[config.mk]
export PLATFORM = sky130hd
export DESIGN_NAME = ahb_lite_interconnect
export DESIGN_NICKNAME = d
export VERILOG_FILES = /design/src/rtl/ahb_ic_pkg.sv /design/src/rtl/ahb_ic_default_slave.sv /design/src/rtl/ahb_lite_interconnect.sv
export SDC_FILE = /design/constraint.sdc
export NUM_CORES = 1
export LEC_CHECK = 0
export ABC_AREA = 1
export CORE_AREA = 5 5 162 164
export CTS_BUF_LIST = sky130_fd_sc_hd__clkbuf_4 sky130_fd_sc_hd__clkbuf_8
export DETAILED_ROUTE_END_ITERATION = 7
export DIE_AREA = 0 0 167 169
export SLEW_MARGIN = 30
export SYNTH_ARGS = -nofsm -noshare
export SYNTH_HDL_FRONTEND = slang
export SYNTH_HIERARCHICAL = 1
export SYNTH_SLANG_ARGS = --single-unit
[constraint.sdc]
create_clock -name HCLK -period 5.12 [get_ports HCLK]
set_clock_uncertainty 0.1 [all_clocks]
set_input_delay 1.024 -clock HCLK [delete_from_list [all_inputs] [get_ports HCLK]]
set_output_delay 1.024 -clock HCLK [all_outputs]
set_load 0.05 [all_outputs]
[src/rtl/ahb_ic_pkg.sv]
// Shared definitions for the AHB-Lite interconnect: address map, transfer
// encodings, default-slave FSM states and data-phase owner bookkeeping.
package ahb_ic_pkg;

    // Entry i is matched against HADDR[31:24]; only the first NUM_SLAVES entries are live.
    localparam logic [15:0][7:0] SLAVE_BASE = {
        8'hF0, 8'hE0, 8'hD0, 8'hC0, 8'hB0, 8'hA0, 8'h90, 8'h80,
        8'h70, 8'h60, 8'h50, 8'h40, 8'h30, 8'h20, 8'h10, 8'h00
    };

    localparam logic [1:0] HTRANS_IDLE   = 2'b00;
    localparam logic [1:0] HTRANS_BUSY   = 2'b01;
    localparam logic [1:0] HTRANS_NONSEQ = 2'b10;
    localparam logic [1:0] HTRANS_SEQ    = 2'b11;

    localparam logic [31:0] DEFAULT_RDATA = 32'hDEADBEEF;

    typedef enum logic [1:0] {
        ST_NORMAL = 2'd0,
        ST_ERR1   = 2'd1,
        ST_ERR2   = 2'd2
    } ds_state_t;

    typedef enum logic [1:0] {
        OWN_NONE     = 2'd0,
        OWN_SLAVE    = 2'd1,
        OWN_UNMAPPED = 2'd2
    } owner_kind_t;

    typedef struct packed {
        owner_kind_t kind;
        logic [3:0]  idx;
    } owner_t;

    function automatic logic htrans_active(input logic [1:0] t);
        case (t)
            HTRANS_NONSEQ, HTRANS_SEQ: return 1'b1;
            HTRANS_IDLE, HTRANS_BUSY:  return 1'b0;
            default:                   return 1'b0;
        endcase
    endfunction

endpackage

[src/rtl/ahb_ic_default_slave.sv]
// Default slave: two-cycle ERROR response for unmapped transfers and for
// data phases that exceed the wait-state limit, plus the sticky timeout flag.
module ahb_ic_default_slave
    import ahb_ic_pkg::*;
#(
    parameter int TIMEOUT_CYCLES = 1024
) (
    input  logic      clk,
    input  logic      rst_n,
    input  logic      hready,
    input  logic      err_accept,
    input  logic      owner_slave,
    input  logic      slave_ready,
    input  logic      timeout_clr,
    output ds_state_t state,
    output logic      timeout_irq
);

    localparam int CW = (TIMEOUT_CYCLES > 0) ? $clog2(TIMEOUT_CYCLES + 1) : 1;
    localparam logic [CW:0] LIMIT = (CW + 1)'(TIMEOUT_CYCLES);
    localparam logic [CW:0] ONE   = {{CW{1'b0}}, 1'b1};

    logic [CW-1:0] wait_cnt;
    logic [CW:0]   cnt_inc;
    logic          stall;
    logic          hit;
    ds_state_t     state_next;

    // Slave outputs only count while NORMAL; once an error is forced they are ignored.
    assign stall   = (state == ST_NORMAL) && owner_slave && !slave_ready;
    assign cnt_inc = {1'b0, wait_cnt} + ONE;
    assign hit     = (TIMEOUT_CYCLES != 0) && stall && (cnt_inc == LIMIT);

    always_comb begin
        state_next = state;
        case (state)
            ST_NORMAL: if (hit || err_accept) state_next = ST_ERR1;
            ST_ERR1:   state_next = ST_ERR2;
            ST_ERR2:   state_next = err_accept ? ST_ERR1 : ST_NORMAL;
            default:   state_next = ST_NORMAL;
        endcase
    end

    always_ff @(posedge clk or negedge rst_n) begin
        if (!rst_n) begin
            state       <= ST_NORMAL;
            wait_cnt    <= '0;
            timeout_irq <= 1'b0;
        end else begin
            state <= state_next;
            if (hready) begin
                wait_cnt <= '0;
            end else if (stall) begin
                wait_cnt <= cnt_inc[CW-1:0];
            end
            if (hit) begin
                timeout_irq <= 1'b1;
            end else if (timeout_clr) begin
                timeout_irq <= 1'b0;
            end
        end
    end

endmodule

[src/rtl/ahb_lite_interconnect.sv]
// Single-master AHB-Lite interconnect: address decode, data-phase owner
// tracking and response multiplexing, with a default slave for errors/timeouts.
module ahb_lite_interconnect
    import ahb_ic_pkg::*;
#(
    parameter int NUM_SLAVES     = 10,
    parameter int TIMEOUT_CYCLES = 1024
) (
    input  logic                    HCLK,
    input  logic                    HRESETn,
    input  logic [31:0]             HADDR,
    input  logic [1:0]              HTRANS,
    output logic [NUM_SLAVES-1:0]   HSEL,
    input  logic [32*NUM_SLAVES-1:0] HRDATA_S,
    input  logic [NUM_SLAVES-1:0]   HREADYOUT_S,
    input  logic [NUM_SLAVES-1:0]   HRESP_S,
    output logic [31:0]             HRDATA,
    output logic                    HREADY,
    output logic                    HRESP,
    output logic                    TIMEOUT_IRQ,
    input  logic                    TIMEOUT_CLR
);

    logic        dec_hit;
    logic [3:0]  dec_idx;
    owner_t      owner;
    logic [31:0] sl_rdata;
    logic        sl_ready;
    logic        sl_resp;
    logic        owner_slave;
    logic        err_accept;
    ds_state_t   err_state;
    logic        unused_addr;

    assign unused_addr = ^HADDR[23:0];

    always_comb begin
        HSEL    = '0;
        dec_hit = 1'b0;
        dec_idx = '0;
        for (int i = 0; i < NUM_SLAVES; i++) begin
            if (!dec_hit && (HADDR[31:24] == SLAVE_BASE[i])) begin
                HSEL[i] = 1'b1;
                dec_hit = 1'b1;
                dec_idx = 4'(i);
            end
        end
    end

    // The owner only advances when the current data phase completes.
    always_ff @(posedge HCLK or negedge HRESETn) begin
        if (!HRESETn) begin
            owner <= '{kind: OWN_NONE, idx: 4'd0};
        end else if (HREADY) begin
            if (dec_hit) begin
                owner <= '{kind: OWN_SLAVE, idx: dec_idx};
            end else begin
                owner <= '{kind: OWN_UNMAPPED, idx: 4'd0};
            end
        end
    end

    always_comb begin
        sl_rdata = '0;
        sl_ready = 1'b1;
        sl_resp  = 1'b0;
        for (int i = 0; i < NUM_SLAVES; i++) begin
            if (owner.idx == 4'(i)) begin
                sl_rdata = HRDATA_S[32*i +: 32];
                sl_ready = HREADYOUT_S[i];
                sl_resp  = HRESP_S[i];
            end
        end
    end

    assign owner_slave = (owner.kind == OWN_SLAVE);

    always_comb begin
        HREADY = 1'b1;
        HRESP  = 1'b0;
        HRDATA = '0;
        if (err_state != ST_NORMAL) begin
            HREADY = (err_state == ST_ERR2);
            HRESP  = 1'b1;
            HRDATA = DEFAULT_RDATA;
        end else begin
            case (owner.kind)
                OWN_SLAVE: begin
                    HREADY = sl_ready;
                    HRESP  = sl_resp;
                    HRDATA = sl_rdata;
                end
                // IDLE/BUSY to an unmapped address still completes OKAY.
                OWN_UNMAPPED: HRDATA = DEFAULT_RDATA;
                default: ;
            endcase
        end
    end

    assign err_accept = HREADY && !dec_hit && htrans_active(HTRANS);

    ahb_ic_default_slave #(
        .TIMEOUT_CYCLES(TIMEOUT_CYCLES)
    ) u_default_slave (
        .clk         (HCLK),
        .rst_n       (HRESETn),
        .hready      (HREADY),
        .err_accept  (err_accept),
        .owner_slave (owner_slave),
        .slave_ready (sl_ready),
        .timeout_clr (TIMEOUT_CLR),
        .state       (err_state),
        .timeout_irq (TIMEOUT_IRQ)
    );

endmodule

==> impl_metrics.env, run 1 <==
export IMPL_hpwl_um=26430
export IMPL_fp_coreArea_um2=24750
export IMPL_cts_tree="built"
export IMPL_rsz0062_at_grt="false"
export IMPL_synth_common_cells="381 x nand2_1, 115 x inv_1, 106 x nand3_1, 96 x nor2_1, 61 x a21oi_1"
export IMPL_wl_um=31990
export IMPL_syn_area_um2=4687
export IMPL_final_layout_size_suffix_gt1_share_pct=6.871
export IMPL_hold_depth=2
export IMPL_synth_top_area_cell="nand2_1"
export IMPL_postSynthCellCount=973
export IMPL_die_area_um2=28220
export IMPL_start_util_pct=18.94
export IMPL_hold_end="u_default_slave/timeout_irq$_DFFE_PN0P_"
export IMPL_clockBufferDepth=2
export IMPL_root_buffer="clkbuf_8"
export IMPL_seq_area_frac_synth_pct=10.68
export IMPL_hold_path_class="reg2reg"
export IMPL_async_flop_share_pct=100.0
export IMPL_synth_area_per_cell_um2=4.817
export IMPL_yosys_warnings=6
export IMPL_synth_edff_count=0
export IMPL_cts_repair_resized=0
export IMPL_critPathLaunch="HADDR[30]"
export IMPL_p_sw_uw=531.8
export IMPL_drtAntennaViolNets=0
export IMPL_row_count=58
export IMPL_slew_headroom_pct=42.36
export IMPL_fin_crit_ns=4.369
export IMPL_finalSetupViolCount=0
export IMPL_numPortBuffers=396
export IMPL_nets=1721
export IMPL_switching_share_pct=44.57
export IMPL_tightest_slew_ns=0.8637
export IMPL_ys_flop_type="dfrtp_1"
export IMPL_hold_start="u_default_slave/timeout_irq$_DFFE_PN0P_"
export IMPL_period_share_pct=85.34
export IMPL_post_place_ws_ns=0.7789
export IMPL_synthToLayoutAreaGrowth_pct=94.37
export IMPL_clock_sinks=20
export IMPL_peakVddDrop_v=0.0001110
export IMPL_cts_setup_buffers=0
export IMPL_die_h_um=169
export IMPL_end_kind="primary output"
export IMPL_syn_nets=1354
export IMPL_fin_area_um2=9110
export IMPL_r2r_end="u_default_slave/wait_cnt[10]$_DFFE_PN0P_"
export IMPL_grt_max_degree=38
export IMPL_worst_path_max_fanout=4
export IMPL_holdBufCountCts=0
export IMPL_dr_first_iter_drc_count=551
export IMPL_setup_tns_ns=0
export IMPL_grt_pass1_wl_um=46440
export IMPL_grt_ovfl_total=0
export IMPL_hold_viol_final=0
export IMPL_rr_startpoint="owner[3]$_DFFE_PN0P_"
export IMPL_die_w_um=167
export IMPL_vias=7531
export IMPL_cts_clk_slew_worst_paths_ns=0.08
export IMPL_p_comb_share_pct=75.3
export IMPL_leakagePower_uw=0.004223
export IMPL_critPathArrivalTime_ns=3.25
export IMPL_total_power_uw=1193
export IMPL_cp_start_kind="primary input"
export IMPL_reg2reg_depth=12
export IMPL_cp_required_ns=4.00
export IMPL_post_drt_wl_per_cell_um=19.10
export IMPL_io_pins=422
export IMPL_crit_type="in2out"
export IMPL_placed_area_um2=9045
export IMPL_cell_internal_pwr_uw=661.4
export IMPL_yosysMostFrequentCell="nand2_1"
export IMPL_rrSetupSlack_ns=1.79
export IMPL_via_per_inst=4.496
export IMPL_gr_usage_all_layers_pct=21.31
export IMPL_htreeDepth=1
export IMPL_insertion_delay_ns=0.26
export IMPL_setup_slack_ns=0.7507
export IMPL_outcome="complete, no violations"
export IMPL_first_pass_iters=5
export IMPL_synthTopCellsByArea="nand2_1 31%, nand3_1 11%, dfrtp_1 11%"
export IMPL_numCtsBuffers=3
export IMPL_powerDensity_nw_per_um2=131.0
export IMPL_netlist_area_leader_share_pct=30.51
export IMPL_synth_cell_types=30
export IMPL_clkPwrFrac_pct=10.4
export IMPL_ys_ff_latch=20
export IMPL_finalMaxSlewViolations=0
export IMPL_antenna_found_initial=7
export IMPL_gp_congestion=0.9563
export IMPL_power_frac_seq_pct=14.2
export IMPL_fmax_mhz=228.9
export IMPL_cap_viol_max_count=0
export IMPL_grt_pass1_vias=7356
export IMPL_drc=0
worst max path at each step:
stage,endpoint,slack (ns),cells past startpoint
6_report,HSEL[6],0.75,6
5_1_grt,HRDATA[31],0.60,12
4_1_cts,HSEL[6],0.77,6
3_5_place_dp,HSEL[6],0.78,6
3_3_place_gp,HSEL[6],0.79,6
2_1_floorplan,HSEL[6],1.10,4
placed cells by master, fill, tap and decap left out, drive strengths merged:
| master | n |
|---|---|
| diode | 6 |
| nand4 | 35 |
| o21ai | 46 |
| or2 | 31 |
| xor2 | 1 |
| ha | 4 |
| clkinv | 1 |
| clkdlybuf4s50 | 361 |
| inv | 118 |
| a21oi | 61 |
| nor3 | 3 |
| clkbuf | 4 |
| nand3b | 1 |
| buf | 47 |
| dfrtp | 20 |
| nand3 | 109 |
| nand2 | 384 |
| nor4 | 2 |
| nor2 | 104 |
| o22ai | 7 |
cell families after synthesis:
kind of cell / Yosys count / synth area share (%)
AOI/OAI and AO/OA: 114 / 12.36
xor gates and xnor gates: 1 / 0.1869
and+or+nand+nor: 669 / 61.56
adders and majority gates: 4 / 1.068
buffers and inverters: 165 / 14.15
DFF: 20 / 10.68
per-layer routing:
| layer | share of wire [%] | track usage [%] |
|---|---|---|
| met5 | 0.041 | 0 |
| met2 | 51 | 40.05 |
| met3 | 7.1 | 4.764 |
| met4 | 2.7 | 5.905 |
| met1 | 39 | 24.14 |
metrics by stage:
step | std cells | util (%) | hold WS, ns
global placement | 1665 | 36.50 | 0.3748
global route | 1675 | 36.81 | 0.4116
detailed placement | 1665 | 36.55 | 0.3650
CTS | 1669 | 36.77 | 0.3954
finish | 1675 | 36.81 | 0.3971
floorplan | 973 | - | 0.3655
cell type report:
| cell class | count | area [um2] |
|---|---|---|
| Fill cell | 2775 | 15640 |
| Antenna cell | 6 | 15.01 |
| Multi-Input combinational cell | 788 | 3566 |
| Tap cell | 330 | 412.9 |
| Sequential cell | 20 | 500.5 |
| Inverter | 119 | 446.7 |
| Timing Repair Buffer | 408 | 4114 |
| Clock buffer | 4 | 55.05 |
registers in the layout (all words and copies together) (netlist names):
name / flops
u_default_slave/timeout_irq: 1
u_default_slave/state: 2
owner: 6
u_default_slave/wait_cnt: 11
critical path: stages:
cell and delay, ns:
clkdlybuf4s50_1 0.50, inv_1 0.05, nor2_1 0.11, inv_1 0.10, nor4_1 0.53, clkdlybuf4s50_1 0.94
power by group through the flow:
stage	clock, uW	sequential (uW)	combinational [uW]
3_5_place_dp	0	173	906
3_3_place_gp	0	171	901
5_1_grt	132	170	959
2_1_floorplan	0	169	380
6_report	125	170	899
4_1_cts	128	170	909
No activity file was read; power rests on OpenSTA's default activity.
==> inputs of run 2 (changes only) <==
ABC_AREA = not set   (was 1)
CORE_AREA = 5 5 161 163   (was 5 5 162 164)
DIE_AREA = 0 0 166 168   (was 0 0 167 169)
==> run 2 against run 1 <==
Largest power group unchanged. Critical path type unchanged. Sequential power barely moved. Clock-buffer cell count did not move. Die area fell by 1.2%. First-iteration DRC count fell by 7.1%. Register-to-register slack got worse by 0.73 ns.
==> impl_metrics.env, run 2 <==
export IMPL_outcome="complete, no violations"
export IMPL_placedCellCount=1361
export IMPL_hold_viol_final=0
export IMPL_seqCellArea_um2=509.2
export IMPL_final_common_cell="clkdlybuf4s50_1"
export IMPL_die_area_um2=27890
export IMPL_multiInputGateArea_um2=3941
export IMPL_yosys_warnings=6
export IMPL_r2r_end="u_default_slave/timeout_irq$_DFFE_PN0P_"
export IMPL_hold_depth=2
export IMPL_hpwl_um=26380
export IMPL_cts_tree="built"
export IMPL_grt_pass1_wl_um=46980
export IMPL_cts_repair_resized=0
export IMPL_grt_ovfl_total=0
export IMPL_reg_top3="u_default_slave/wait_cnt x11, owner x6, u_default_slave/state x2"
export IMPL_vias=7180
export IMPL_seq_area_frac_synth_pct=10.47
export IMPL_switching_share_pct=35.64
export IMPL_htreeDepth=1
export IMPL_fin_cells=1366
export IMPL_p_sw_uw=320.5
export IMPL_numPortBuffers=396
export IMPL_gr_usage_all_layers_pct=21.50
export IMPL_synthTopCellsByArea="dfrtp_1 10%, o21ai_0 9.2%, mux2i_1 6.9%"
export IMPL_syn_area_um2=4780
export IMPL_via_per_inst=5.256
export IMPL_fp_coreArea_um2=24180
export IMPL_netlist_area_leader_share_pct=10.47
export IMPL_fin_hold_ws_ns=0.4282
export IMPL_root_buffer="clkbuf_8"
export IMPL_insertion_delay_ns=0.26
export IMPL_drc=0
export IMPL_synth_common_cells="88 x o21ai_0, 51 x nor2_1, 49 x a21oi_1, 45 x nand2_1, 40 x clkbuf_1"
export IMPL_crit_type="in2out"
export IMPL_cp_start_kind="primary input"
export IMPL_die_h_um=168
export IMPL_setup_tns_ns=0
export IMPL_hold_start="u_default_slave/timeout_irq$_DFFE_PN0P_"
export IMPL_cp_required_ns=4.00
export IMPL_hold_end="u_default_slave/timeout_irq$_DFFE_PN0P_"
export IMPL_period_share_pct=95.27
export IMPL_async_flop_share_pct=100.0
export IMPL_end_kind="primary output"
export IMPL_finalSetupViolCount=0
export IMPL_cts_clk_slew_worst_paths_ns=0.08
export IMPL_yosysMostFrequentCell="o21ai_0"
export IMPL_rsz0062_at_grt="false"
export IMPL_fin_crit_ns=4.878
export IMPL_antenna_found_initial=2
export IMPL_post_drt_wl_per_cell_um=23.82
export IMPL_nets=1423
export IMPL_largest_reg_flops=11
export IMPL_drtAntennaViolNets=0
export IMPL_rr_startpoint="owner[0]$_DFFE_PN0P_"
export IMPL_start_util_pct=19.77
export IMPL_ys_flop_type="dfrtp_1"
export IMPL_die_w_um=166
export IMPL_holdBufCountCts=0
export IMPL_synthToLayoutAreaGrowth_pct=91.57
export IMPL_mostFrequentLayoutCells="376 x clkdlybuf4s50_1, 88 x o21ai_0, 51 x nor2_1"
export IMPL_power_frac_seq_pct=19.0
export IMPL_slew_headroom_pct=38.26
export IMPL_powerDensity_nw_per_um2=98.22
export IMPL_row_count=57
export IMPL_dr_first_iter_drc_count=512
export IMPL_total_power_uw=899.4
export IMPL_hold_path_class="reg2reg"
export IMPL_critPathArrivalTime_ns=3.75
export IMPL_ys_ff_latch=20
export IMPL_synth_edff_count=0
export IMPL_clock_sinks=20
export IMPL_synth_top_area_cell="dfrtp_1"
export IMPL_worst_path_max_fanout=1
export IMPL_cap_viol_max_count=0
export IMPL_cts_setup_buffers=0
export IMPL_leakagePower_uw=0.003118
export IMPL_fmax_mhz=205.0
export IMPL_wl_um=32540
export IMPL_first_pass_iters=5
export IMPL_postSynthCellCount=682
export IMPL_syn_nets=1063
export IMPL_n_fill_cell=2444
export IMPL_io_pins=422
export IMPL_grt_max_degree=48
export IMPL_gp_congestion=0.9175
export IMPL_finalMaxSlewViolations=0
export IMPL_grt_pass1_vias=7313
export IMPL_synth_area_per_cell_um2=7.008
export IMPL_reg2reg_depth=10
export IMPL_clkPwrFrac_pct=13.8
export IMPL_p_comb_share_pct=67.2
export IMPL_cell_internal_pwr_uw=578.8
export IMPL_synth_cell_types=67
export IMPL_clockBufferDepth=2
export IMPL_tightest_slew_ns=0.9261
export IMPL_peakVddDrop_v=0.00007774
export IMPL_largest_register="u_default_slave/wait_cnt"
export IMPL_numCtsBuffers=3
export IMPL_final_layout_size_suffix_gt1_share_pct=10.66
export IMPL_rrSetupSlack_ns=1.06
==> run 2: area by class of cell <==
| class | count | area share [%] |
|---|---|---|
| repair buffers | 426 | 45.72 |
| multi-input cells | 576 | 43.04 |
| flip-flops and latches | 20 | 5.562 |
| well taps | 324 | 4.427 |
| clock buffers | 4 | 0.6013 |
| diodes | 1 | 0.02733 |
| inverters | 15 | 0.6149 |
==> run 2: worst max path at each step <==
stage / from / to / slack, ns / cells past startpoint
2_1_floorplan: HADDR[25] / HSEL[0] / 0.98 / 3
3_3_place_gp: HRESP_S[0] / HRESP / 0.32 / 7
3_5_place_dp: HRESP_S[0] / HRESP / 0.28 / 7
4_1_cts: HRESP_S[0] / HRESP / 0.25 / 7
5_1_grt: HRESP_S[0] / HRESP / 0.21 / 7
6_report: HRESP_S[0] / HRESP / 0.24 / 7
==> run 2: worst max-delay path: stages <==
cell,delay [ns]
clkdlybuf4s50_1,0.47
mux4_2,0.24
nor2_1,0.08
a2111oi_0,0.78
o31ai_1,0.19
nand2_1,0.15
clkdlybuf4s50_1,0.82
==> run 2: per-stage QoR <==
step,utilization (%),setup slack [ns],cell area [um2]
after floorplan,-,0.9790,4780
after global placement,37.65,0.3211,9104
after detailed placement,37.65,0.2821,9104
after CTS,37.88,0.2465,9159
after global routing,37.87,0.2091,9156
final,37.87,0.2420,9156
==> run 2: per-layer routing <==
layer / global-route usage, % / part of all wire (%)
met5: 0 / 0.040
met4: 4.663 / 1.8
met3: 4.760 / 7.1
met2: 38.74 / 50
met1: 26.28 / 41
==> run 2: power by group through the flow <==
stage / clock [uW] / combinational (uW) / sequential, uW
floorplan: 0 / 220 / 167
global placement: 0 / 599 / 174
detailed placement: 0 / 602 / 174
CTS: 126 / 605 / 171
global route: 136 / 636 / 172
finish: 124 / 605 / 171
==> run 2: logic make-up (layout without fill, tap and decap cells) <==
family	count (synthesis)	after routing	synth area share [%]
AOI/OAI and AO/OA	298	298	41.00
muxes	68	68	16.88
xor gates and xnor gates	11	11	2.016
buffers and inverters	86	445	7.539
adders and majority gates	4	4	1.047
other	0	1	0
and+or+nand+nor	195	195	21.05
DFF	20	20	10.47
